--- config.mk ---
export PLATFORM = sky130hd
export DESIGN_NAME = io_out_fifo
export DESIGN_NICKNAME = d
export VERILOG_FILES = /design/src/rtl/io_out_fifo_pkg.sv /design/src/rtl/io_out_fifo_ram.sv /design/src/rtl/io_out_fifo.sv
export SDC_FILE = /design/constraint.sdc
export NUM_CORES = 1
export LEC_CHECK = 0
export CAP_MARGIN = 15
export CORE_MARGIN = 2
export CORE_UTILIZATION = 45
export DETAILED_ROUTE_END_ITERATION = 12
export GPL_ROUTABILITY_DRIVEN = 0
export GPL_TIMING_DRIVEN = 0
export PLACE_DENSITY = 0.74
export REMOVE_ABC_BUFFERS = 1
export SETUP_SLACK_MARGIN = 0.5
export SYNTH_ARGS = -nofsm -noshare
export SYNTH_HDL_FRONTEND = slang
export SYNTH_SLANG_ARGS = --single-unit
--- constraint.sdc ---
create_clock -name clk -period 3.7 [get_ports clk]
set_clock_uncertainty 0.15 [all_clocks]
set_input_delay 0.74 -clock clk [delete_from_list [all_inputs] [get_ports clk]]
set_output_delay 0.74 -clock clk [all_outputs]
set_load 0.02 [all_outputs]
--- src/rtl/io_out_fifo_pkg.sv ---
// io_out_fifo_pkg: width helpers and the {tag, data} entry layout shared by the output FIFO.
package io_out_fifo_pkg;
  function automatic int nbd_f(input int nbmant, input int nbexpo);
    return nbmant + nbexpo + 1;
  endfunction
  function automatic int nba_f(input int nuioou);
    return $clog2(nuioou);
  endfunction
  function automatic int nbc_f(input int depth);
    return $clog2(depth) + 1;
  endfunction
  localparam int DEF_NBA = nba_f(2);
  localparam int DEF_NBD = nbd_f(16, 6);
  // Entry at default widths; parameterised instances use the same {tag, data} ordering.
  typedef struct packed {
    logic [DEF_NBA-1:0] tag;
    logic [DEF_NBD-1:0] data;
  } entry_t;
endpackage

--- src/rtl/io_out_fifo_ram.sv ---
// io_out_fifo_ram: DEPTH x W storage with one synchronous write port and one asynchronous read port.
module io_out_fifo_ram #(
  parameter int W     = 24,
  parameter int DEPTH = 8,
  parameter int AW    = $clog2(DEPTH)
) (
  input  logic          clk,
  input  logic          we,
  input  logic [AW-1:0] waddr,
  input  logic [W-1:0]  wdata,
  input  logic [AW-1:0] raddr,
  output logic [W-1:0]  rdata
);
  logic [W-1:0] mem [DEPTH];
  always_ff @(posedge clk)
    if (we) mem[waddr] <= wdata;
  assign rdata = mem[raddr];
endmodule

--- src/rtl/io_out_fifo.sv ---
// io_out_fifo: buffers processor output words with their address tag; drops on full and flags overflow.
module io_out_fifo import io_out_fifo_pkg::*; #(
  parameter  int NBMANT = 16,
  parameter  int NBEXPO = 6,
  parameter  int NUIOOU = 2,
  parameter  int DEPTH  = 8,
  localparam int NBD    = nbd_f(NBMANT, NBEXPO),
  localparam int NBA    = nba_f(NUIOOU),
  localparam int NBC    = nbc_f(DEPTH)
) (
  input  logic           clk,
  input  logic           rst,
  input  logic           out_en,
  input  logic [NBA-1:0] addr_out,
  input  logic [NBD-1:0] io_out,
  output logic           m_valid,
  input  logic           m_ready,
  output logic [NBA-1:0] m_addr,
  output logic [NBD-1:0] m_data,
  output logic [NBC-1:0] count,
  output logic           full,
  output logic           overflow,
  input  logic           ovf_clr
);
  localparam int PW = $clog2(DEPTH);
  typedef struct packed {
    logic [NBA-1:0] tag;
    logic [NBD-1:0] data;
  } ent_t;
  logic [PW-1:0]  wr_ptr_q, wr_ptr_d, rd_ptr_q, rd_ptr_d;
  logic [NBC-1:0] count_q, count_d;
  logic           ovf_q, ovf_d, push, pop, drop;
  ent_t           wr_ent, rd_ent;
  assign m_valid  = count_q != '0;
  assign full     = count_q == NBC'(DEPTH);
  assign count    = count_q;
  assign overflow = ovf_q;
  assign m_addr   = rd_ent.tag;
  assign m_data   = rd_ent.data;
  assign wr_ent   = '{tag: addr_out, data: io_out};
  always_comb begin
    pop      = m_valid & m_ready;
    push     = out_en & (~full | pop);
    drop     = out_en & full & ~pop;
    wr_ptr_d = push ? wr_ptr_q + PW'(1) : wr_ptr_q;
    rd_ptr_d = pop ? rd_ptr_q + PW'(1) : rd_ptr_q;
    count_d  = (push & ~pop) ? count_q + NBC'(1) :
               (pop & ~push) ? count_q - NBC'(1) : count_q;
    // A drop in the same cycle as ovf_clr keeps the flag set.
    ovf_d    = drop | (ovf_q & ~ovf_clr);
  end
  always_ff @(posedge clk or negedge rst)
    if (!rst) begin
      wr_ptr_q <= '0;
      rd_ptr_q <= '0;
      count_q  <= '0;
      ovf_q    <= 1'b0;
    end else begin
      wr_ptr_q <= wr_ptr_d;
      rd_ptr_q <= rd_ptr_d;
      count_q  <= count_d;
      ovf_q    <= ovf_d;
    end
  io_out_fifo_ram #(.W(NBA + NBD), .DEPTH(DEPTH), .AW(PW)) u_ram (
    .clk   (clk),
    .we    (push),
    .waddr (wr_ptr_q),
    .wdata (wr_ent),
    .raddr (rd_ptr_q),
    .rdata (rd_ent)
  );
endmodule

==> results_dict.tcl <==
set metrics [dict create \
    cts-htree-levels 1 \
    grt_max_degree 33 \
    synth_common_cells "192 x edfxtp_1, 48 x mux4_2, 25 x mux2_2" \
    critPathCapture "m_data[16]" \
    dp_hpwl_um 8920 \
    die_y_um 136 \
    setup_ws_ns 0.474 \
    post-route-period-util_pct 87.2 \
    drtIter0Drc 248 \
    tightest_slew_ns 0.924 \
    ys_warn_count 0 \
    power_mw 7.96 \
    vias 3741 \
    grt_pass1_wl_um 22900 \
    clk_pin_slew_ns 0.06 \
    fin_util_pct 56.5 \
    crit_path_start_kind "flop" \
    cts_max_path_buffers 3 \
    cp.depth 5 \
    drc 0 \
    post-synth-top-count-cell "edfxtp_1" \
    dieArea_mm2 0.0186 \
    min_path_type "flop to flop" \
    ys.flop_type "edfxtp_1" \
    postRouteAntennaNets 0 \
    grt_usage_pct 16.8 \
    slowest_stage "mux4_2" \
    row_count 48 \
    cp_cell_sequence "buf_4 -> clkbuf_16 -> mux4_2 -> mux2_2 -> clkdlybuf4s15_2" \
    cp-end-kind "output pin" \
    slowest_delay_ns 0.49 \
    setup_viol 0 \
    avgRoutedWirePerCell_um 22.5 \
    ys_async_sr_fraction_pct 5.42 \
    layout.nets 477 \
    insertion_delay_ns 0.49 \
    synth_top_cell_by_area "edfxtp_1" \
    firstDrtPassIters 4 \
    status "finished clean" \
    cts.sinks 203 \
    required_ns 2.81 \
    max_slew_margin_pct 38.3 \
    place_ws_ns 0.142 \
    r2r-end "count[3]$_DFFE_PN0P_" \
    antenna_found_initial 0 \
    grt_pass1_vias 3978 \
    final_max_slew_viol_count 0 \
    numCtsBuffers 20 \
    timing.rr.start "count[0]$_DFFE_PN0P_" \
    worst-path-buf-inv 3 \
    setup_tns_ns 0 \
    clock-root-buffer "clkbuf_16" \
    crit_fanout 5 \
    hold_viol 0 \
    synth.yosys.seq_area_share_pct 76.6 \
    power.leakage_nw 3.20 \
    seqCellArea_mm2 0.00605 \
    maxCapViolCount 0 \
    ys_ff_latch 203 \
    antenna_cells 0 \
    synth.avg_cell_area_um2 22.9 \
    core_mm2 0.0172 \
    reg2reg_depth 8 \
    layout-area-overhead-vs-synth_pct 23.6 \
    start_util_pct 45.7 \
    portBuffers 59 \
    yosysTopAreaCellShare_pct 73.1 \
    cp-startpoint "rd_ptr_q[0]$_DFFE_PN0N_" \
    syn_inst 345 \
    finalWirelength_um 15300 \
    fmax_ghz 0.310 \
    synth_area_mm2 0.00788 \
    multi_input_area_mm2 0.00180 \
    min_period_ns 3.23 \
    synth_area_leaders "edfxtp_1 73%, mux4_2 14%, mux2_2 3.6%" \
    rsz0062_at_grt "true" \
    r2r_slack_ns 0.64 \
    cts_tree "built" \
    crit_arrival_ns 2.34 \
    nFillCells 1230 \
    synth_edf_count 192 \
    ctsHoldBuffers 0 \
    whs_path_depth 2 \
    die_w_um 136 \
    ys_types 32 \
    via_per_inst 5.51 \
    peakVddDrop_mv 0.544 \
    path_class "flop to output pin" \
    ios 60 \
    grt.overflow.total 0 \
    drive_gt1_share_pct 37.2 \
    cp_top_family "multiplexers" \
    power_density_mw_per_mm2 817 \
]
-- how the worst min path moves through the flow --
stage / endpoint / from / slack [ns]
2_1_floorplan: count[0]$_DFFE_PN0P_ / rst / 0.29
3_3_place_gp: overflow$_DFF_PN0_ / overflow$_DFF_PN0_ / 0.37
3_5_place_dp: overflow$_DFF_PN0_ / overflow$_DFF_PN0_ / 0.38
4_1_cts: overflow$_DFF_PN0_ / overflow$_DFF_PN0_ / 0.39
5_1_grt: overflow$_DFF_PN0_ / overflow$_DFF_PN0_ / 0.43
6_report: overflow$_DFF_PN0_ / overflow$_DFF_PN0_ / 0.39
-- state kept, by name, indices dropped and copies added (netlist names) --
register / flops
overflow: 1
wr_ptr_q: 3
count: 4
rd_ptr_q: 3
u_ram.mem: 192
-- cell usage in the layout, fill, tap and decap left out, types with 2 or more instances in the layout --
master / netlist / routed
nor3_2: 0 / 4
buf_16: 0 / 5
o211ai_1: 4 / 4
inv_1: 5 / 5
ha_1: 5 / 3
clkbuf_2: 1 / 3
buf_4: 0 / 10
nand2_1: 4 / 3
buf_2: 6 / 11
dfrtp_1: 11 / 8
clkdlybuf4s50_1: 0 / 34
edfxtp_1: 192 / 192
dfrtp_4: 0 / 2
nand2b_1: 2 / 2
mux4_2: 48 / 48
buf_12: 0 / 2
a21oi_1: 2 / 2
clkbuf_16: 0 / 23
ha_2: 0 / 2
mux2_2: 25 / 25
nor2_4: 0 / 3
clkdlybuf4s15_2: 0 / 8
clkbuf_1: 7 / 9
buf_6: 2 / 13
xnor2_1: 6 / 6
nand3_1: 3 / 3
-- routing by layer --
metal / GRT usage (%) / up-vias / routed length [um]
met5: 0 / - / 0
met4: 4.92 / 0 / 255
met3: 3.02 / 21 / 855
met2: 29.1 / 125 / 7920
met1: 21.6 / 1947 / 6250
li1: - / 1648 / -
-- final cells by class --
type	count	share of cell area (%)
clock buffers	31	5.88
clock inverters	3	0.398
inverters	5	0.193
multi-input cells	121	18.5
flip-flops and latches	203	62.1
well taps	225	2.89
repair buffers	91	10.1
-- power breakdown --
part	internal [mW]	switching, mW	total (mW)
clock	1.13	0.773	1.90
combinational	1.52	1.42	2.94
sequential	2.92	0.202	3.12
total	5.56	2.40	7.96
-- through the flow --
stage               instances  area [um2]  hold slack [ns]
finish                    679        9740            0.389
global route              679        9740            0.434
global placement          613        8670            0.371
detailed placement        631        8950            0.380
CTS                       675        9740            0.393
floorplan                 329        7800            0.294
-- repair_timing --
action,in CTS,in global routing
pin swaps,1,0
setup endpoints to repair,26,26
buffers inserted,7,2
resized for setup,68,24
cloned,3,2
-- worst reg2reg max path, stage by stage, from the launching register on --
cell      delay [ns]
dfrtp_2         0.46
or4_2           0.75
nand2_2         0.14
ha_2            0.24
inv_1           0.11
ha_2            0.32
or4_1           0.54
o211ai_1        0.11
o211ai_1        0.11
-- kinds of logic after synthesis --
group | share of synthesized area (%)
buffers and inverters | 1.30
and+or+nand+nor | 1.59
AOI/OAI and AO/OA | 1.03
adders and majority gates | 1.05
DFF | 76.6
xor gates and xnor gates | 0.667
muxes | 17.7
No activity file was read; power rests on OpenSTA's default activity.
